[src/rtl/frame_capture_sequencer.sv]
// frame_capture_sequencer
//   Turns a user trigger into an SDRAM write-address reload pulse. It then
//   brackets whole camera frames with start/end pulses to the CCD capture
//   stage. Continuous and single-snapshot modes are supported. Completed
//   frames are counted. A watchdog aborts with a sticky fault if iFVAL stops
//   toggling while a capture is armed or running.
//
// Ports
//   iCLK        system clock, all logic on rising edge
//   iRST_N      asynchronous active-low reset
//   iMODE       0 = continuous, 1 = snapshot (latched on accepted trigger)
//   iTRIG       rising edge requests a capture
//   iSTOP       rising edge requests a stop
//   iFVAL       camera frame-valid, already in the iCLK domain
//   oWR_LOAD    reload SDRAM write-side start addresses
//   oSTART      one-cycle begin pulse to capture stage
//   oEND        one-cycle end pulse to capture stage
//   oBUSY       high whenever not idle
//   oFRAME_CNT  completed frames, wraps
//   oFAULT      sticky watchdog fault, cleared by the next accepted trigger
//
// state     | meaning
// ----------+--------------------------------------------------------------
// IDLE      | waiting for a trigger rise
// LOAD      | holding oWR_LOAD for LOAD_PULSE cycles
// WAIT_SOF  | armed, waiting for the first iFVAL rise (stop aborts here)
// CAPTURE   | frames streaming; leave at a frame end when snapshot/stop

module frame_capture_sequencer #(
    parameter int unsigned LOAD_PULSE = 4,
    parameter logic [23:0] TIMEOUT    = 24'd2_000_000,
    parameter int unsigned FRAME_W    = 16
) (
    input  logic               iCLK,
    input  logic               iRST_N,
    input  logic               iMODE,
    input  logic               iTRIG,
    input  logic               iSTOP,
    input  logic               iFVAL,
    output logic               oWR_LOAD,
    output logic               oSTART,
    output logic               oEND,
    output logic               oBUSY,
    output logic [FRAME_W-1:0] oFRAME_CNT,
    output logic               oFAULT
);

    typedef enum logic [1:0] {
        S_IDLE     = 2'd0,
        S_LOAD     = 2'd1,
        S_WAIT_SOF = 2'd2,
        S_CAPTURE  = 2'd3
    } state_t;

    localparam logic [3:0] LOAD_INIT = 4'(LOAD_PULSE - 1);

    state_t             state, state_nxt;
    logic               trig_d, stop_d, fval_d;
    logic               trig_rise, stop_rise, fval_rise, fval_fall;
    logic [3:0]         load_cnt, load_cnt_nxt;
    logic [23:0]        wd_cnt, wd_cnt_nxt;
    logic               wd_expired;
    logic               stop_pend, stop_pend_nxt;
    logic               mode_l, mode_l_nxt;
    logic               wr_load_nxt, start_nxt, end_nxt, fault_nxt;
    logic [FRAME_W-1:0] frame_cnt_nxt;

    assign trig_rise  = iTRIG & ~trig_d;
    assign stop_rise  = iSTOP & ~stop_d;
    assign fval_rise  = iFVAL & ~fval_d;
    assign fval_fall  = ~iFVAL & fval_d;
    assign wd_expired = (wd_cnt == (TIMEOUT - 24'd1));

    always_ff @(posedge iCLK or negedge iRST_N) begin
        if (!iRST_N) begin
            state      <= S_IDLE;
            trig_d     <= 1'b0;
            stop_d     <= 1'b0;
            fval_d     <= 1'b0;
            load_cnt   <= '0;
            wd_cnt     <= '0;
            stop_pend  <= 1'b0;
            mode_l     <= 1'b0;
            oWR_LOAD   <= 1'b0;
            oSTART     <= 1'b0;
            oEND       <= 1'b0;
            oBUSY      <= 1'b0;
            oFRAME_CNT <= '0;
            oFAULT     <= 1'b0;
        end else begin
            state      <= state_nxt;
            trig_d     <= iTRIG;
            stop_d     <= iSTOP;
            fval_d     <= iFVAL;
            load_cnt   <= load_cnt_nxt;
            wd_cnt     <= wd_cnt_nxt;
            stop_pend  <= stop_pend_nxt;
            mode_l     <= mode_l_nxt;
            oWR_LOAD   <= wr_load_nxt;
            oSTART     <= start_nxt;
            oEND       <= end_nxt;
            oBUSY      <= (state_nxt != S_IDLE);
            oFRAME_CNT <= frame_cnt_nxt;
            oFAULT     <= fault_nxt;
        end
    end

    // Watchdog defaults to 0 so it is frozen in IDLE/LOAD, cleared on every
    // state entry, and cleared on any iFVAL edge; only the "no event" paths
    // below advance it.
    always_comb begin
        state_nxt     = state;
        load_cnt_nxt  = load_cnt;
        wd_cnt_nxt    = '0;
        stop_pend_nxt = stop_pend;
        mode_l_nxt    = mode_l;
        wr_load_nxt   = 1'b0;
        start_nxt     = 1'b0;
        end_nxt       = 1'b0;
        fault_nxt     = oFAULT;
        frame_cnt_nxt = oFRAME_CNT;

        case (state)
            S_IDLE: begin
                if (trig_rise) begin
                    mode_l_nxt   = iMODE;
                    fault_nxt    = 1'b0;
                    load_cnt_nxt = LOAD_INIT;
                    wr_load_nxt  = 1'b1;
                    state_nxt    = S_LOAD;
                end
            end

            S_LOAD: begin
                if (load_cnt == 4'd0) begin
                    state_nxt = S_WAIT_SOF;
                end else begin
                    load_cnt_nxt = load_cnt - 4'd1;
                    wr_load_nxt  = 1'b1;
                end
            end

            S_WAIT_SOF: begin
                // A stop wins over a coincident frame start: nothing has
                // been handed to the capture stage yet, so abort cleanly.
                if (stop_rise) begin
                    end_nxt   = 1'b1;
                    state_nxt = S_IDLE;
                end else if (fval_rise) begin
                    start_nxt = 1'b1;
                    state_nxt = S_CAPTURE;
                end else if (fval_fall) begin
                    wd_cnt_nxt = '0;
                end else if (wd_expired) begin
                    fault_nxt     = 1'b1;
                    end_nxt       = 1'b1;
                    stop_pend_nxt = 1'b0;
                    state_nxt     = S_IDLE;
                end else begin
                    wd_cnt_nxt = wd_cnt + 24'd1;
                end
            end

            S_CAPTURE: begin
                if (stop_rise) begin
                    stop_pend_nxt = 1'b1;
                end
                if (fval_fall) begin
                    frame_cnt_nxt = oFRAME_CNT + {{(FRAME_W-1){1'b0}}, 1'b1};
                    if (mode_l || stop_pend || stop_rise) begin
                        end_nxt       = 1'b1;
                        stop_pend_nxt = 1'b0;
                        state_nxt     = S_IDLE;
                    end
                end else if (fval_rise) begin
                    wd_cnt_nxt = '0;
                end else if (wd_expired) begin
                    fault_nxt     = 1'b1;
                    end_nxt       = 1'b1;
                    stop_pend_nxt = 1'b0;
                    state_nxt     = S_IDLE;
                end else begin
                    wd_cnt_nxt = wd_cnt + 24'd1;
                end
            end

            default: begin
                state_nxt = S_IDLE;
            end
        endcase
    end

endmodule

[config.mk]
export PLATFORM = sky130hd
export DESIGN_NAME = frame_capture_sequencer
export DESIGN_NICKNAME = d
export VERILOG_FILES = /design/src/rtl/frame_capture_sequencer.sv
export SDC_FILE = /design/constraint.sdc
export NUM_CORES = 1
export LEC_CHECK = 0
export ABC_AREA = 1
export CAP_MARGIN = 20
export CORE_MARGIN = 8
export CORE_UTILIZATION = 45
export DETAILED_ROUTE_END_ITERATION = 6
export PLACE_DENSITY_LB_ADDON = 0.08
export SYNTH_ARGS = -nofsm -noshare
export SYNTH_HDL_FRONTEND = slang
export SYNTH_SLANG_ARGS = --single-unit
[constraint.sdc]
create_clock -name iCLK -period 2.4 [get_ports iCLK]
set_input_delay 0.48 -clock iCLK [delete_from_list [all_inputs] [get_ports iCLK]]
set_output_delay 0.48 -clock iCLK [all_outputs]
set_load 0.01 [all_outputs]
==> results of run 1 <==
layout make-up:
| cell class | instances | area, sq um |
|---|---|---|
| multi-input cells | 236 | 1270 |
| repair buffers | 28 | 270 |
| clock inverters | 1 | 8.76 |
| inverters | 53 | 199 |
| flip-flops and latches | 56 | 1400 |
| fillers | 604 | 2960 |
| well taps | 77 | 96.3 |
| clock buffers | 7 | 76.3 |
power breakdown:
group	leakage (nW)	internal (mW)	switching (mW)
Combinational	0.707	0.205	0.298
Sequential	0.734	1.05	0.0960
Clock	0.0424	0.210	0.296
through the flow:
step	hold slack, ns	setup slack, ns	std cells	util [%]
detailed placement	0.481	0.176	450	51.5
floorplan	0.184	0.825	347	-
finish	0.312	0.406	458	52.9
CTS	0.331	0.375	458	52.9
global placement	0.475	0.258	450	51.5
global route	0.375	0.179	458	52.9
state kept, by name, summed over array words and instances, names as in the netlist:
name        cells
mode_l          1
oFAULT          1
wd_cnt         24
oBUSY           1
oSTART          1
oFRAME_CNT     16
oEND            1
trig_d          1
stop_d          1
oWR_LOAD        1
fval_d          1
state           2
load_cnt        4
stop_pend       1
synthesized netlist by cell type, types with 5 or more instances:
| master | number |
|---|---|
| nor2_1 | 63 |
| dfrtp_1 | 56 |
| nor3_1 | 6 |
| nor2_4 | 5 |
| xor2_1 | 14 |
| o21ai_0 | 9 |
| nand2_1 | 68 |
| inv_1 | 50 |
| nand4_1 | 11 |
| nand3_1 | 13 |
| xnor2_1 | 5 |
| a21oi_1 | 11 |
final timing paths:
| check | start | to | slack (ns) |
|---|---|---|---|
| setup / recovery | wd_cnt[1] | wd_cnt[12] | 0.41 |
| hold / removal | iRST_N | wd_cnt[13] | 0.31 |
| setup reg to reg | wd_cnt[1] | wd_cnt[12] | 0.41 |
| hold reg to reg | load_cnt[0] | load_cnt[0] | 0.49 |
| max in group asynchronous | iRST_N | oFRAME_CNT[6] | 1.63 |
| min in group iCLK | load_cnt[0] | load_cnt[0] | 0.49 |
layer usage:
metal	GRT usage, %	part of all wire [%]	up-vias
li1	-	-	1168
met1	18.3	50	1034
met2	21.7	46	31
met3	2.57	2.8	4
met4	4.23	0.95	0
met5	0	0	-
critical path, stage by stage (launching register included):
cell and delay [ns]:
dfrtp_1 0.38, ha_1 0.22, nand3_2 0.15, inv_2 0.11
nand3_1 0.06, nor2_1 0.19, nand2_1 0.14, nand2_2 0.29
inv_2 0.15, and3_1 0.20
kinds of logic (layout without fill, tap and decap cells):
logic type	count (synthesis)	in the layout	synth area share, %
buffers and inverters	55	89	7.46
DFF	56	56	48.6
AOI/OAI and AO/OA	30	30	5.94
and+or+nand+nor	183	183	30.5
adders and majority gates	4	4	1.74
xor gates and xnor gates	19	19	5.77
==> flow_metrics.env, run 1 <==
export IMPL_initial_utilization_pct=45.9
export IMPL_cts_tree="done"
export IMPL_die_height_um=96.1
export IMPL_die_area_sq_mm=0.00923
export IMPL_worst_hold_path_type="in -> async"
export IMPL_grt_ovfl_total=0
export IMPL_most_common_layout_cells="nand2_1, nor2_1, dfrtp_1, inv_1, clkdlybuf4s50_1"
export IMPL_floorplan_rows=29
export IMPL_area_delta_synth_final_pct=15.1
export IMPL_vdd_ir_drop_max_uv=418
export IMPL_insertedDiodeCount=0
export IMPL_cts_reportedPaths_clkPinSlew_ns=0.10
export IMPL_critical_path_startpoint_type="flip-flop"
export IMPL_clkSinkCount=56
export IMPL_dr_total_vias=2237
export IMPL_report_final_slew_viol_count=0
export IMPL_postRouteAntennaNets=0
export IMPL_post_cts_setup_buffers=0
export IMPL_synth_seq_area_share_pct=48.6
export IMPL_grt_pass1_wl_um=9980
export IMPL_num_nets_final=390
export IMPL_timing_final_setup_violations=0
export IMPL_io_pin_count=27
export IMPL_wp_data_required_ns=2.60
export IMPL_routabilityCongestion=0.836
export IMPL_grt_setup_unrepaired="false"
export IMPL_maximum_clock_rate_ghz=0.502
export IMPL_post_route_drc_count=0
export IMPL_fin_tns_setup_ns=0
export IMPL_clock_tree_root_cell="clkbuf_8"
export IMPL_slew_headroom_pct=52.4
export IMPL_yosys_cell_types=32
export IMPL_number_of_register_bits_inferred_by_synthesis=56
export IMPL_outcome="completed"
export IMPL_edff_count_synth=0
export IMPL_powerDensity_mw_per_mm2=650
export IMPL_final_hold_viol_count=0
export IMPL_post_layout_total_power_mw=2.16
export IMPL_initial_antenna_violation_count=0
export IMPL_number_of_buffers_on_the_longest_clock_path=2
export IMPL_clk_insertion_delay_late_ns=0.30
export IMPL_grt_pass1_vias=2192
export IMPL_post_route_cells_drive_above_1_share_pct=7.61
export IMPL_post_dp_cell_area_sq_mm=0.00323
export IMPL_synthesis_nets=357
export IMPL_period_minus_slack_ns=1.99
export IMPL_h_tree_depth=2
export IMPL_io_buffers=26
export IMPL_ys_top_cells_by_area="dfrtp_1, nand2_1, nor2_1"
export IMPL_final_area_sq_mm=0.00332
export IMPL_critPathMaxFanout=16
export IMPL_place_detailed_hpwl_um=4070
export IMPL_postSynth_asyncResetShare_pct=100
export IMPL_routed_wire_length_per_instance_um=12.2
export IMPL_worstSetupPathType="reg -> reg"
export IMPL_routed_wirelength_um=5580
export IMPL_dr_pass1_iters=6
export IMPL_fp_coreArea_sq_mm=0.00628
export IMPL_tightestPinTransition_ns=0.713
export IMPL_depth_of_the_most_critical_reg_to_reg_path=9
export IMPL_cts_made_buffers=5
export IMPL_grt_total_usage_pct=13.6
export IMPL_final_setup_skew_ns=0.00385
export IMPL_drt_vias_per_instance=4.88
export IMPL_quantity_of_hold_fixing_buffers_added_after_cts=0
export IMPL_max_cap_viol_count=0
export IMPL_synth_ff_type="dfrtp_1"
export IMPL_synth_top_area_cell="dfrtp_1"
export IMPL_layout_cells_most_common="nand2_1"
export IMPL_p_leak_nw=1.48
export IMPL_synth_top_area_share_pct=48.6
export IMPL_mappedNetlistArea_sq_mm=0.00288
export IMPL_grt_max_degree=57
export IMPL_synth_avg_cell_area_sq_um=8.31
export IMPL_ys_warnings_count=0
export IMPL_fp_dieW_um=96.1
export IMPL_detail_route_iter0_violations=96
export IMPL_postSynthCellCount=347
export IMPL_crit_path_end_kind="flip-flop"
export IMPL_worst_ep_arrival_time_ns=2.19
export IMPL_post_route_period_util_pct=83.1
export IMPL_cts_resized_gates=0
Power figures use the tool's default switching activity.
==> inputs of run 2 (changes only) <==
==> constraint.sdc (replaced) <==
create_clock -name iCLK -period 2.07 [get_ports iCLK]
set_input_delay 0.414 -clock iCLK [delete_from_list [all_inputs] [get_ports iCLK]]
set_output_delay 0.414 -clock iCLK [all_outputs]
set_load 0.01 [all_outputs]
==> flow_metrics.env, run 2 (same netlist as run 1, synthesis figures left out) <==
export IMPL_clkSinkCount=56
export IMPL_quantity_of_hold_fixing_buffers_added_after_cts=0
export IMPL_dr_total_vias=2237
export IMPL_slew_headroom_pct=76.0
export IMPL_initial_utilization_pct=45.9
export IMPL_final_area_sq_mm=0.00335
export IMPL_clk_insertion_delay_late_ns=0.31
export IMPL_routed_wire_length_per_instance_um=12.3
export IMPL_powerDensity_mw_per_mm2=758
export IMPL_report_final_slew_viol_count=0
export IMPL_crit_slowest_cell="clkdlybuf4s50_1"
export IMPL_post_route_cells_drive_above_1_share_pct=8.62
export IMPL_worst_ep_arrival_time_ns=1.39
export IMPL_max_cap_viol_count=0
export IMPL_post_route_period_util_pct=87.3
export IMPL_drt_vias_per_instance=4.86
export IMPL_crit_path_end_kind="primary output"
export IMPL_place_detailed_hpwl_um=4250
export IMPL_wp_data_required_ns=1.66
export IMPL_critPathMaxFanout=4
export IMPL_number_of_placed_instances_with_taps_included=452
export IMPL_final_setup_skew_ns=0.00935
export IMPL_h_tree_depth=2
export IMPL_maximum_clock_rate_ghz=0.553
export IMPL_post_cts_setup_buffers=0
export IMPL_layout_cells_most_common="nand2_1"
export IMPL_final_hold_viol_count=0
export IMPL_insertedDiodeCount=0
export IMPL_fp_coreArea_sq_mm=0.00628
export IMPL_worstSetupPathType="reg -> out"
export IMPL_num_nets_final=392
export IMPL_grt_pass1_wl_um=9640
export IMPL_grt_max_degree=57
export IMPL_grt_pass1_vias=2109
export IMPL_postRouteAntennaNets=0
export IMPL_number_of_flip_flops_under_the_largest_register_name=24
export IMPL_post_layout_total_power_mw=2.54
export IMPL_p_leak_nw=1.50
export IMPL_p_int_mw=1.71
export IMPL_worst_hold_path_type="in -> async"
export IMPL_dr_pass1_iters=5
export IMPL_timing_critical_path_buf_inv=1
export IMPL_filler_cell_count=600
export IMPL_cts_made_buffers=5
export IMPL_tightestPinTransition_ns=0.359
export IMPL_path_delay_family="buffers and inverters"
export IMPL_biggestRegsByFlops="wd_cnt (24), oFRAME_CNT (16), load_cnt (4)"
export IMPL_cts_tree="done"
export IMPL_die_height_um=96.1
export IMPL_period_minus_slack_ns=1.81
export IMPL_p_comb_share_pct=23.3
export IMPL_r2r_slack_ns=0.35
export IMPL_io_pin_count=27
export IMPL_fp_dieW_um=96.1
export IMPL_number_of_buffers_on_the_longest_clock_path=2
export IMPL_vdd_ir_drop_max_uv=472
export IMPL_share_seq_of_total_power_pct=52.5
export IMPL_fin_tns_setup_ns=0
export IMPL_switching_power_mw=0.831
export IMPL_routed_wirelength_um=5680
export IMPL_most_common_layout_cells="nand2_1, nor2_1, dfrtp_1, inv_1, clkdlybuf4s50_1"
export IMPL_routabilityCongestion=0.871
export IMPL_critical_path_startpoint_type="flip-flop"
export IMPL_area_delta_synth_final_pct=16.2
export IMPL_detail_route_iter0_violations=104
export IMPL_floorplan_rows=29
export IMPL_grt_total_usage_pct=13.2
export IMPL_post_route_drc_count=0
export IMPL_pwr_share_clk_pct=24.2
export IMPL_top_register="wd_cnt"
export IMPL_power_switching_share_pct=32.7
export IMPL_outcome="completed"
export IMPL_clock_tree_root_cell="clkbuf_8"
export IMPL_worst_path_largest_cell_delay_ns=0.59
export IMPL_post_dp_cell_area_sq_mm=0.00326
export IMPL_die_area_sq_mm=0.00923
export IMPL_io_buffers=26
export IMPL_cts_resized_gates=0
export IMPL_cts_reportedPaths_clkPinSlew_ns=0.10
export IMPL_path_cells="clkdlybuf4s50_1"
export IMPL_finished_layout_cells=460
export IMPL_grt_setup_unrepaired="false"
export IMPL_initial_antenna_violation_count=0
export IMPL_timing_final_setup_violations=0
export IMPL_grt_ovfl_total=0
-- run 2: cell type report --
type	instances	area (sq um)	area share (%)
clock buffer	5	68.8	2.05
clock inverter	3	21.3	0.635
inverter	53	199	5.94
multi-input combinational	236	1270	37.8
sequential	56	1400	41.8
tap	77	96.3	2.87
timing repair buffer	30	298	8.88
-- run 2: power by group through the flow --
| stage | Clock (mW) | Sequential (mW) | Combinational [mW] |
|---|---|---|---|
| 5_1_grt | 0.679 | 1.35 | 0.688 |
| 3_3_place_gp | 0 | 1.35 | 0.596 |
| 4_1_cts | 0.643 | 1.34 | 0.607 |
| 2_1_floorplan | 0 | 1.35 | 0.385 |
| 3_5_place_dp | 0 | 1.36 | 0.605 |
| 6_report | 0.614 | 1.33 | 0.593 |
-- run 2: final timing paths --
| path | startpoint | to | depth (start not counted) |
|---|---|---|---|
| setup / recovery | oFRAME_CNT[3] | oFRAME_CNT[3] | 1 |
| min in group iCLK | load_cnt[0] | load_cnt[0] | 1 |
| hold / removal | iRST_N | wd_cnt[18] | 2 |
| setup reg to reg | wd_cnt[1] | wd_cnt[12] | 9 |
| max in group asynchronous | iRST_N | wd_cnt[2] | 2 |
| hold reg to reg | load_cnt[0] | load_cnt[0] | 1 |
-- run 2: metrics by stage --
| stage | hold slack [ns] | utilization (%) | setup WS, ns |
|---|---|---|---|
| after floorplan | 0.118 | - | 0.495 |
| after global placement | 0.439 | 52.0 | 0.119 |
| after detailed placement | 0.442 | 52.0 | 0.112 |
| after CTS | 0.0841 | 53.4 | 0.229 |
| after global routing | 0.0949 | 53.4 | 0.182 |
| final | 0.0825 | 53.4 | 0.263 |
-- run 2: layer usage --
layer  wire length, um  track usage (%)
met3               233             3.43
met5                 0                0
met1              2740             17.0
met4                71             4.61
met2              2630             21.1
